### src/rtl/mem_arb_pkg.sv
// mem_arb_pkg: shared types and defaults for the IFU/LSU memory port arbiter.
package mem_arb_pkg;
  typedef enum logic [1:0] {IDLE, REQ, RSP} arb_state_e;
  typedef enum logic {OWN_IFU, OWN_LSU} arb_owner_e;
  localparam int unsigned STARVE_LIMIT_DEF = 4;
endpackage

### src/rtl/mem_port_arbiter_if.sv
// mem_port_arbiter_if: IFU, LSU and shared-memory signals of the arbiter.
interface mem_port_arbiter_if;
  logic        ifu_req_i;
  logic [31:0] ifu_addr_i;
  logic        ifu_gnt_o;
  logic        ifu_rvalid_o;
  logic [31:0] ifu_rdata_o;
  logic        lsu_req_i;
  logic        lsu_we_i;
  logic [3:0]  lsu_be_i;
  logic [31:0] lsu_addr_i;
  logic [31:0] lsu_wdata_i;
  logic        lsu_gnt_o;
  logic        lsu_rvalid_o;
  logic [31:0] lsu_rdata_o;
  logic        mem_req_o;
  logic        mem_we_o;
  logic [3:0]  mem_be_o;
  logic [31:0] mem_addr_o;
  logic [31:0] mem_wdata_o;
  logic        mem_gnt_i;
  logic        mem_rvalid_i;
  logic [31:0] mem_rdata_i;
  modport slave (
    input  ifu_req_i, ifu_addr_i, lsu_req_i, lsu_we_i, lsu_be_i, lsu_addr_i, lsu_wdata_i,
           mem_gnt_i, mem_rvalid_i, mem_rdata_i,
    output ifu_gnt_o, ifu_rvalid_o, ifu_rdata_o, lsu_gnt_o, lsu_rvalid_o, lsu_rdata_o,
           mem_req_o, mem_we_o, mem_be_o, mem_addr_o, mem_wdata_o
  );
  modport master (
    output ifu_req_i, ifu_addr_i, lsu_req_i, lsu_we_i, lsu_be_i, lsu_addr_i, lsu_wdata_i,
           mem_gnt_i, mem_rvalid_i, mem_rdata_i,
    input  ifu_gnt_o, ifu_rvalid_o, ifu_rdata_o, lsu_gnt_o, lsu_rvalid_o, lsu_rdata_o,
           mem_req_o, mem_we_o, mem_be_o, mem_addr_o, mem_wdata_o
  );
endinterface

### src/rtl/mem_arb_prio.sv
// mem_arb_prio: LSU-first winner selection with an IFU anti-starvation counter.
module mem_arb_prio
  import mem_arb_pkg::*;
#(
  parameter int unsigned STARVE_LIMIT = STARVE_LIMIT_DEF
) (
  input  logic clk_i,
  input  logic rst_ni,
  input  logic idle,
  input  logic ifu_req,
  input  logic lsu_req,
  output logic ifu_win,
  output logic lsu_win
);
  logic [3:0] wait_cnt;
  logic       starved;
  always_comb begin
    starved = ifu_req && wait_cnt == 4'(STARVE_LIMIT);
    lsu_win = idle && lsu_req && !starved;
    ifu_win = idle && ifu_req && !lsu_win;
  end
  // Counts LSU wins that overtook a waiting IFU; any IDLE cycle without an IFU request restarts it.
  always_ff @(posedge clk_i or negedge rst_ni)
    if (!rst_ni) wait_cnt <= '0;
    else if (idle)
      wait_cnt <= (ifu_win || !ifu_req) ? '0 :
                  (lsu_win && !starved) ? wait_cnt + 4'd1 : wait_cnt;
endmodule

### src/rtl/mem_port_arbiter.sv
// mem_port_arbiter: shares one single-outstanding memory port between IFU and LSU.
module mem_port_arbiter
  import mem_arb_pkg::*;
#(
  parameter int unsigned STARVE_LIMIT = STARVE_LIMIT_DEF
) (
  input logic                clk_i,
  input logic                rst_ni,
  mem_port_arbiter_if.slave  bus
);
  arb_state_e  state, state_nx;
  arb_owner_e  owner;
  logic [31:0] addr, wdata;
  logic [3:0]  be;
  logic        we, idle, ifu_win, lsu_win, done, ifu_done, lsu_done;
  // Grants are combinational, so gate them with reset to keep outputs low while held in reset.
  assign idle = rst_ni && state == IDLE;
  mem_arb_prio #(.STARVE_LIMIT(STARVE_LIMIT)) u_prio (
    .clk_i   (clk_i),
    .rst_ni  (rst_ni),
    .idle    (idle),
    .ifu_req (bus.ifu_req_i),
    .lsu_req (bus.lsu_req_i),
    .ifu_win (ifu_win),
    .lsu_win (lsu_win)
  );
  always_comb begin
    done     = state == RSP && bus.mem_rvalid_i;
    ifu_done = done && owner == OWN_IFU;
    lsu_done = done && owner == OWN_LSU;
    state_nx = (ifu_win || lsu_win)           ? REQ  :
               (state == REQ && bus.mem_gnt_i) ? RSP  :
               done                            ? IDLE : state;
  end
  always_ff @(posedge clk_i or negedge rst_ni)
    if (!rst_ni) state <= IDLE;
    else state <= state_nx;
  always_ff @(posedge clk_i or negedge rst_ni)
    if (!rst_ni) begin
      owner <= OWN_IFU;
      addr  <= '0;
      we    <= 1'b0;
      be    <= '0;
      wdata <= '0;
    end else if (ifu_win || lsu_win) begin
      owner <= lsu_win ? OWN_LSU : OWN_IFU;
      addr  <= (lsu_win ? bus.lsu_addr_i : bus.ifu_addr_i) & ~32'h3;
      we    <= lsu_win && bus.lsu_we_i;
      be    <= lsu_win ? bus.lsu_be_i : 4'hF;
      wdata <= lsu_win ? bus.lsu_wdata_i : '0;
    end
  assign bus.ifu_gnt_o    = ifu_win;
  assign bus.lsu_gnt_o    = lsu_win;
  assign bus.mem_req_o    = state == REQ;
  assign bus.mem_we_o     = we;
  assign bus.mem_be_o     = be;
  assign bus.mem_addr_o   = addr;
  assign bus.mem_wdata_o  = wdata;
  assign bus.ifu_rvalid_o = ifu_done;
  assign bus.lsu_rvalid_o = lsu_done;
  assign bus.ifu_rdata_o  = ifu_done ? bus.mem_rdata_i : '0;
  assign bus.lsu_rdata_o  = lsu_done ? bus.mem_rdata_i : '0;
endmodule

### src/flat_wrapper.sv
// flat-port wrapper written by rule: the top's interface ports become plain ports
module mem_port_arbiter_flat import mem_arb_pkg::*;
#(
  parameter int unsigned STARVE_LIMIT = STARVE_LIMIT_DEF
)
  (clk_i, rst_ni, bus_ifu_req_i, bus_ifu_addr_i, bus_lsu_req_i, bus_lsu_we_i, bus_lsu_be_i, bus_lsu_addr_i, bus_lsu_wdata_i, bus_mem_gnt_i, bus_mem_rvalid_i, bus_mem_rdata_i, bus_ifu_gnt_o, bus_ifu_rvalid_o, bus_ifu_rdata_o, bus_lsu_gnt_o, bus_lsu_rvalid_o, bus_lsu_rdata_o, bus_mem_req_o, bus_mem_we_o, bus_mem_be_o, bus_mem_addr_o, bus_mem_wdata_o);
  mem_port_arbiter_if bus_i ();
  input logic clk_i;
  input logic rst_ni;
  input wire logic [$bits(bus_i.ifu_req_i)-1:0] bus_ifu_req_i;
  input wire logic [$bits(bus_i.ifu_addr_i)-1:0] bus_ifu_addr_i;
  input wire logic [$bits(bus_i.lsu_req_i)-1:0] bus_lsu_req_i;
  input wire logic [$bits(bus_i.lsu_we_i)-1:0] bus_lsu_we_i;
  input wire logic [$bits(bus_i.lsu_be_i)-1:0] bus_lsu_be_i;
  input wire logic [$bits(bus_i.lsu_addr_i)-1:0] bus_lsu_addr_i;
  input wire logic [$bits(bus_i.lsu_wdata_i)-1:0] bus_lsu_wdata_i;
  input wire logic [$bits(bus_i.mem_gnt_i)-1:0] bus_mem_gnt_i;
  input wire logic [$bits(bus_i.mem_rvalid_i)-1:0] bus_mem_rvalid_i;
  input wire logic [$bits(bus_i.mem_rdata_i)-1:0] bus_mem_rdata_i;
  output wire logic [$bits(bus_i.ifu_gnt_o)-1:0] bus_ifu_gnt_o;
  output wire logic [$bits(bus_i.ifu_rvalid_o)-1:0] bus_ifu_rvalid_o;
  output wire logic [$bits(bus_i.ifu_rdata_o)-1:0] bus_ifu_rdata_o;
  output wire logic [$bits(bus_i.lsu_gnt_o)-1:0] bus_lsu_gnt_o;
  output wire logic [$bits(bus_i.lsu_rvalid_o)-1:0] bus_lsu_rvalid_o;
  output wire logic [$bits(bus_i.lsu_rdata_o)-1:0] bus_lsu_rdata_o;
  output wire logic [$bits(bus_i.mem_req_o)-1:0] bus_mem_req_o;
  output wire logic [$bits(bus_i.mem_we_o)-1:0] bus_mem_we_o;
  output wire logic [$bits(bus_i.mem_be_o)-1:0] bus_mem_be_o;
  output wire logic [$bits(bus_i.mem_addr_o)-1:0] bus_mem_addr_o;
  output wire logic [$bits(bus_i.mem_wdata_o)-1:0] bus_mem_wdata_o;
  assign bus_i.ifu_req_i = bus_ifu_req_i;
  assign bus_i.ifu_addr_i = bus_ifu_addr_i;
  assign bus_i.lsu_req_i = bus_lsu_req_i;
  assign bus_i.lsu_we_i = bus_lsu_we_i;
  assign bus_i.lsu_be_i = bus_lsu_be_i;
  assign bus_i.lsu_addr_i = bus_lsu_addr_i;
  assign bus_i.lsu_wdata_i = bus_lsu_wdata_i;
  assign bus_i.mem_gnt_i = bus_mem_gnt_i;
  assign bus_i.mem_rvalid_i = bus_mem_rvalid_i;
  assign bus_i.mem_rdata_i = bus_mem_rdata_i;
  assign bus_ifu_gnt_o = bus_i.ifu_gnt_o;
  assign bus_ifu_rvalid_o = bus_i.ifu_rvalid_o;
  assign bus_ifu_rdata_o = bus_i.ifu_rdata_o;
  assign bus_lsu_gnt_o = bus_i.lsu_gnt_o;
  assign bus_lsu_rvalid_o = bus_i.lsu_rvalid_o;
  assign bus_lsu_rdata_o = bus_i.lsu_rdata_o;
  assign bus_mem_req_o = bus_i.mem_req_o;
  assign bus_mem_we_o = bus_i.mem_we_o;
  assign bus_mem_be_o = bus_i.mem_be_o;
  assign bus_mem_addr_o = bus_i.mem_addr_o;
  assign bus_mem_wdata_o = bus_i.mem_wdata_o;
  mem_port_arbiter #(.STARVE_LIMIT(STARVE_LIMIT)) u_core (.clk_i(clk_i), .rst_ni(rst_ni), .bus(bus_i));
endmodule
### config.mk
export PLATFORM = sky130hd
export DESIGN_NAME = mem_port_arbiter_flat
export DESIGN_NICKNAME = d
export VERILOG_FILES = /design/src/rtl/mem_arb_pkg.sv /design/src/rtl/mem_port_arbiter_if.sv /design/src/rtl/mem_arb_prio.sv /design/src/rtl/mem_port_arbiter.sv /design/src/flat_wrapper.sv
export SDC_FILE = /design/constraint.sdc
export NUM_CORES = 1
export LEC_CHECK = 0
export BUFFER_PORTS_ARGS = -buffer_cell sky130_fd_sc_hd__clkbuf_2
export CORE_AREA = 2 2 109 111
export DETAILED_ROUTE_END_ITERATION = 6
export DIE_AREA = 0 0 111 113
export HOLD_SLACK_MARGIN = 0.02
export PLACE_DENSITY = 0.72
export RECOVER_POWER = 100
export SLEW_MARGIN = 40
export SYNTH_ARGS = -nofsm -noshare
export SYNTH_HDL_FRONTEND = slang
export SYNTH_SLANG_ARGS = --single-unit
### constraint.sdc
create_clock -name clk_i -period 1.4 [get_ports clk_i]
set_input_delay 0 -clock clk_i [delete_from_list [all_inputs] [get_ports clk_i]]
set_output_delay 0 -clock clk_i [all_outputs]
set_load 0.02 [all_outputs]
==> reports/metrics.csv <==
metric,value,unit
Worst Path Buf+Inv,3,
num ports,277,
Final period util,124,%
Crit path required time,1400,ps
Total GRT Usage,22.5,%
drt total wl,16300,um
Seq cells post-synth,74,
die height,113,um
status,"finished, violations left",
placed cell count,746,
cell taking the most area after synthesis,dfrtp_1,
Gate power share,53.3,%
layout cell share with drive strength beyond 1,51.9,%
CTS max path bufs,2,
Top delay family on crit path,simple AND/OR/NAND/NOR gates,
unrepaired setup endpoints after global routing,true,
Multi-input gate area,0.00211,sq mm
clock power share,18.4,%
failing checks,negative setup slack,
total power,13000,uW
fin crit period,1730,ps
drt wl/cell,19.4,um
Slew Limit Headroom,56.3,%
sequential share of power,28.3,%
H-tree levels,3,
mean area per synthesized cell,11.3,sq um
area delta synth->final,95.4,%
DRT Pass-1 Iters,4,
Crit Path Class,register to primary output,
slew of the pin with the lowest slew margin,655,ps
CTS tree,done,
Nets,834,
Leak,0.00346,uW
Sw Ratio,39.8,%
Yosys warnings,0,
PnR worst setup slack,-331,ps
"Clk pin slew, worst setup/hold paths",60,ps
Worst setup EP type,primary output,
library cells used by synthesis,38,
drc violations,0,
I/O Buffers,270,
CTS buffer count,9,
DP Wirelength,8580,um
gpl congestion,0.851,
CTS Sinks,74,
Ant. Diodes,0,
vias in the first global route,4316,
final setup TNS,-33600,ps
gr ovfl total,0,
Peak VDD IR,0.00116,V
Post-Layout Cell Count,841,
global-route wire length before repair,22600,um
Int Power,7840,uW
Mapped Cells,343,
top-area cell type share of the netlist area,47.8,%
CP peak stage delay,420,ps
total die area,0.0125,sq mm
critical path's slowest cell,dfrtp_1,
Initial Util,34.4,%
CP Max Fanout,33,
Die W,111,um
ordered list of cells on the worst path,"buf_6, nor2b_4, and3b_2, buf_12, and2_1, clkbuf_8",
largest net degree at the start of global routing,73,
skew final,12.1,ps
pre-CTS setup slack,-149,ps
Post-Syn Area,0.00388,sq mm
Fmax,0.578,GHz
Skew-Pair Late Insertion Delay,330,ps
Hold Path Class,input pin to register,
most area-consuming cells after synthesis,"dfrtp_1 48%, and2_1 10%, a22o_1 7.5%",
Initial DRC Count,271,
CTS Root Buffer Type,clkbuf_16,
final hold violation count,0,
Detail Route Antenna Nets,0,
antenna violations before repair,0,
register area share after synthesis,47.8,%
Max Slew Vio Count,0,
Core ar.,0.0113,sq mm
via/cell ratio,5.20,
switching power,5190,uW
Final Util,67.2,%
Critical Path AT,1730,ps
Vias,4371,
final setup vio count,141,
crit start category,register,
Reg area,0.00185,sq mm
Max-cap violations,0,
filler cell count,813,
Pwr Density,1720,mW/mm^2
Site Rows,39,
-- tightest hold or removal path, delay by kind of cell --
kind | cells | cell delay (ps)
AO/OA/AOI/OAI | 1 | 160
buffers and inverters | 1 | 70
AND/OR/NAND/NOR | 1 | 90
-- final timing paths --
check	from	slack (ps)	to	depth (start not counted)
max	u_core.state[0]	-330	bus_ifu_rdata_o[24]	6
min	bus_lsu_addr_i[9]	30	u_core.bus.mem_addr_o[9]	3
max reg2reg	u_core.state[1]	-310	u_core.bus.mem_addr_o[25]	8
min reg2reg	u_core.bus.mem_wdata_o[19]	500	u_core.bus.mem_wdata_o[19]	1
max in group asynchronous	rst_ni	390	u_core.bus.mem_addr_o[31]	3
min in group asynchronous	rst_ni	130	u_core.state[1]	2
-- flip-flops by register name, summed over array words and instances, names as in the netlist --
name	flops
u_core.bus.mem_we_o	1
u_core.u_prio.wait_cnt	4
u_core.state	2
u_core.owner	1
u_core.bus.mem_wdata_o	32
u_core.bus.mem_addr_o	30
u_core.bus.mem_be_o	4
-- power groups by stage --
stage	combinational (uW)	sequential [uW]	clock (uW)
after floorplan	2300	4620	0
after detailed placement	5200	3620	0
after global placement	5100	3630	0
after CTS	6230	3610	2410
after global routing	7300	3780	2540
final	6950	3690	2390
-- layout make-up --
cell class / count / share of cell area, %
sequential: 74 / 24.4
inverter: 6 / 0.330
tap: 143 / 2.36
clock inverter: 7 / 1.11
timing repair buffer: 369 / 40.9
multi-input combinational: 233 / 27.9
clock buffer: 9 / 2.97
-- repair_timing --
action                                  CTS  global route
hold endpoints to repair                113             0
hold buffers                             39             0
resized for setup                       126           160
buffers inserted                         17            12
gates cloned                              8            11
pin swaps                                40            42
endpoints found under the setup margin  136           141
-- cells in the final DEF, fill, tap and decap left out, drive strengths merged, types with 2 or more instances in the layout --
| cell type | instances |
|---|---|
| nand2 | 6 |
| conb | 2 |
| o22ai | 2 |
| nand4b | 31 |
| buf | 89 |
| and2 | 65 |
| nor2b | 2 |
| clkinv | 2 |
| inv | 9 |
| nor2 | 4 |
| dfrtp | 74 |
| a22o | 33 |
| o21ai | 7 |
| nand3 | 3 |
| clkbuf | 250 |
| ha | 2 |
| nand2b | 31 |
| o221a | 30 |
| o22a | 4 |
| dlygate4sd3 | 39 |
-- synthesized netlist by cell type --
library cell / count
o221a_2: 22
inv_1: 5
buf_2: 4
nor2_8: 1
inv_2: 1
o221a_1: 8
ha_1: 2
and3_1: 1
and2_1: 65
a22o_1: 33
conb_1: 1
a21bo_2: 1
buf_6: 7
dfrtp_1: 74
nor3b_2: 1
nand3_1: 2
nand3b_1: 1
nand4b_1: 31
nand2b_1: 31
nand4_1: 1
clkbuf_1: 17
o311ai_1: 1
nand3_2: 1
a21oi_1: 1
and3b_1: 1
buf_4: 6
buf_12: 1
o21ai_0: 1
nor2b_1: 2
or3b_1: 1
a21o_1: 1
nand2_1: 6
o21ai_1: 1
nor2_1: 3
o22a_1: 4
o21ai_4: 1
a31oi_1: 1
o22ai_1: 2
-- kinds of logic after synthesis --
| kind of cell | synth area share (%) |
|---|---|
| other | 0.0967 |
| flip-flops | 47.8 |
| buffers and inverters | 6.45 |
| AND/OR/NAND/NOR | 26.0 |
| AO/OA/AOI/OAI | 19.0 |
| adder cells (fa/ha/maj) | 0.645 |
-- layer usage --
metal / GRT usage [%] / part of all wire (%)
met1: 27.2 / 39
met2: 39.3 / 52
met3: 5.68 / 6.6
met4: 8.00 / 1.9
met5: 0 / 0
-- metrics by stage --
step	instance area (sq um)	hold slack, ps
global route	7580	29.7
floorplan	3910	-296
global placement	5480	-200
CTS	7020	21.2
detailed placement	5480	-195
finish	7580	28.1
Note: power is estimated with default switching activity, not from simulation.
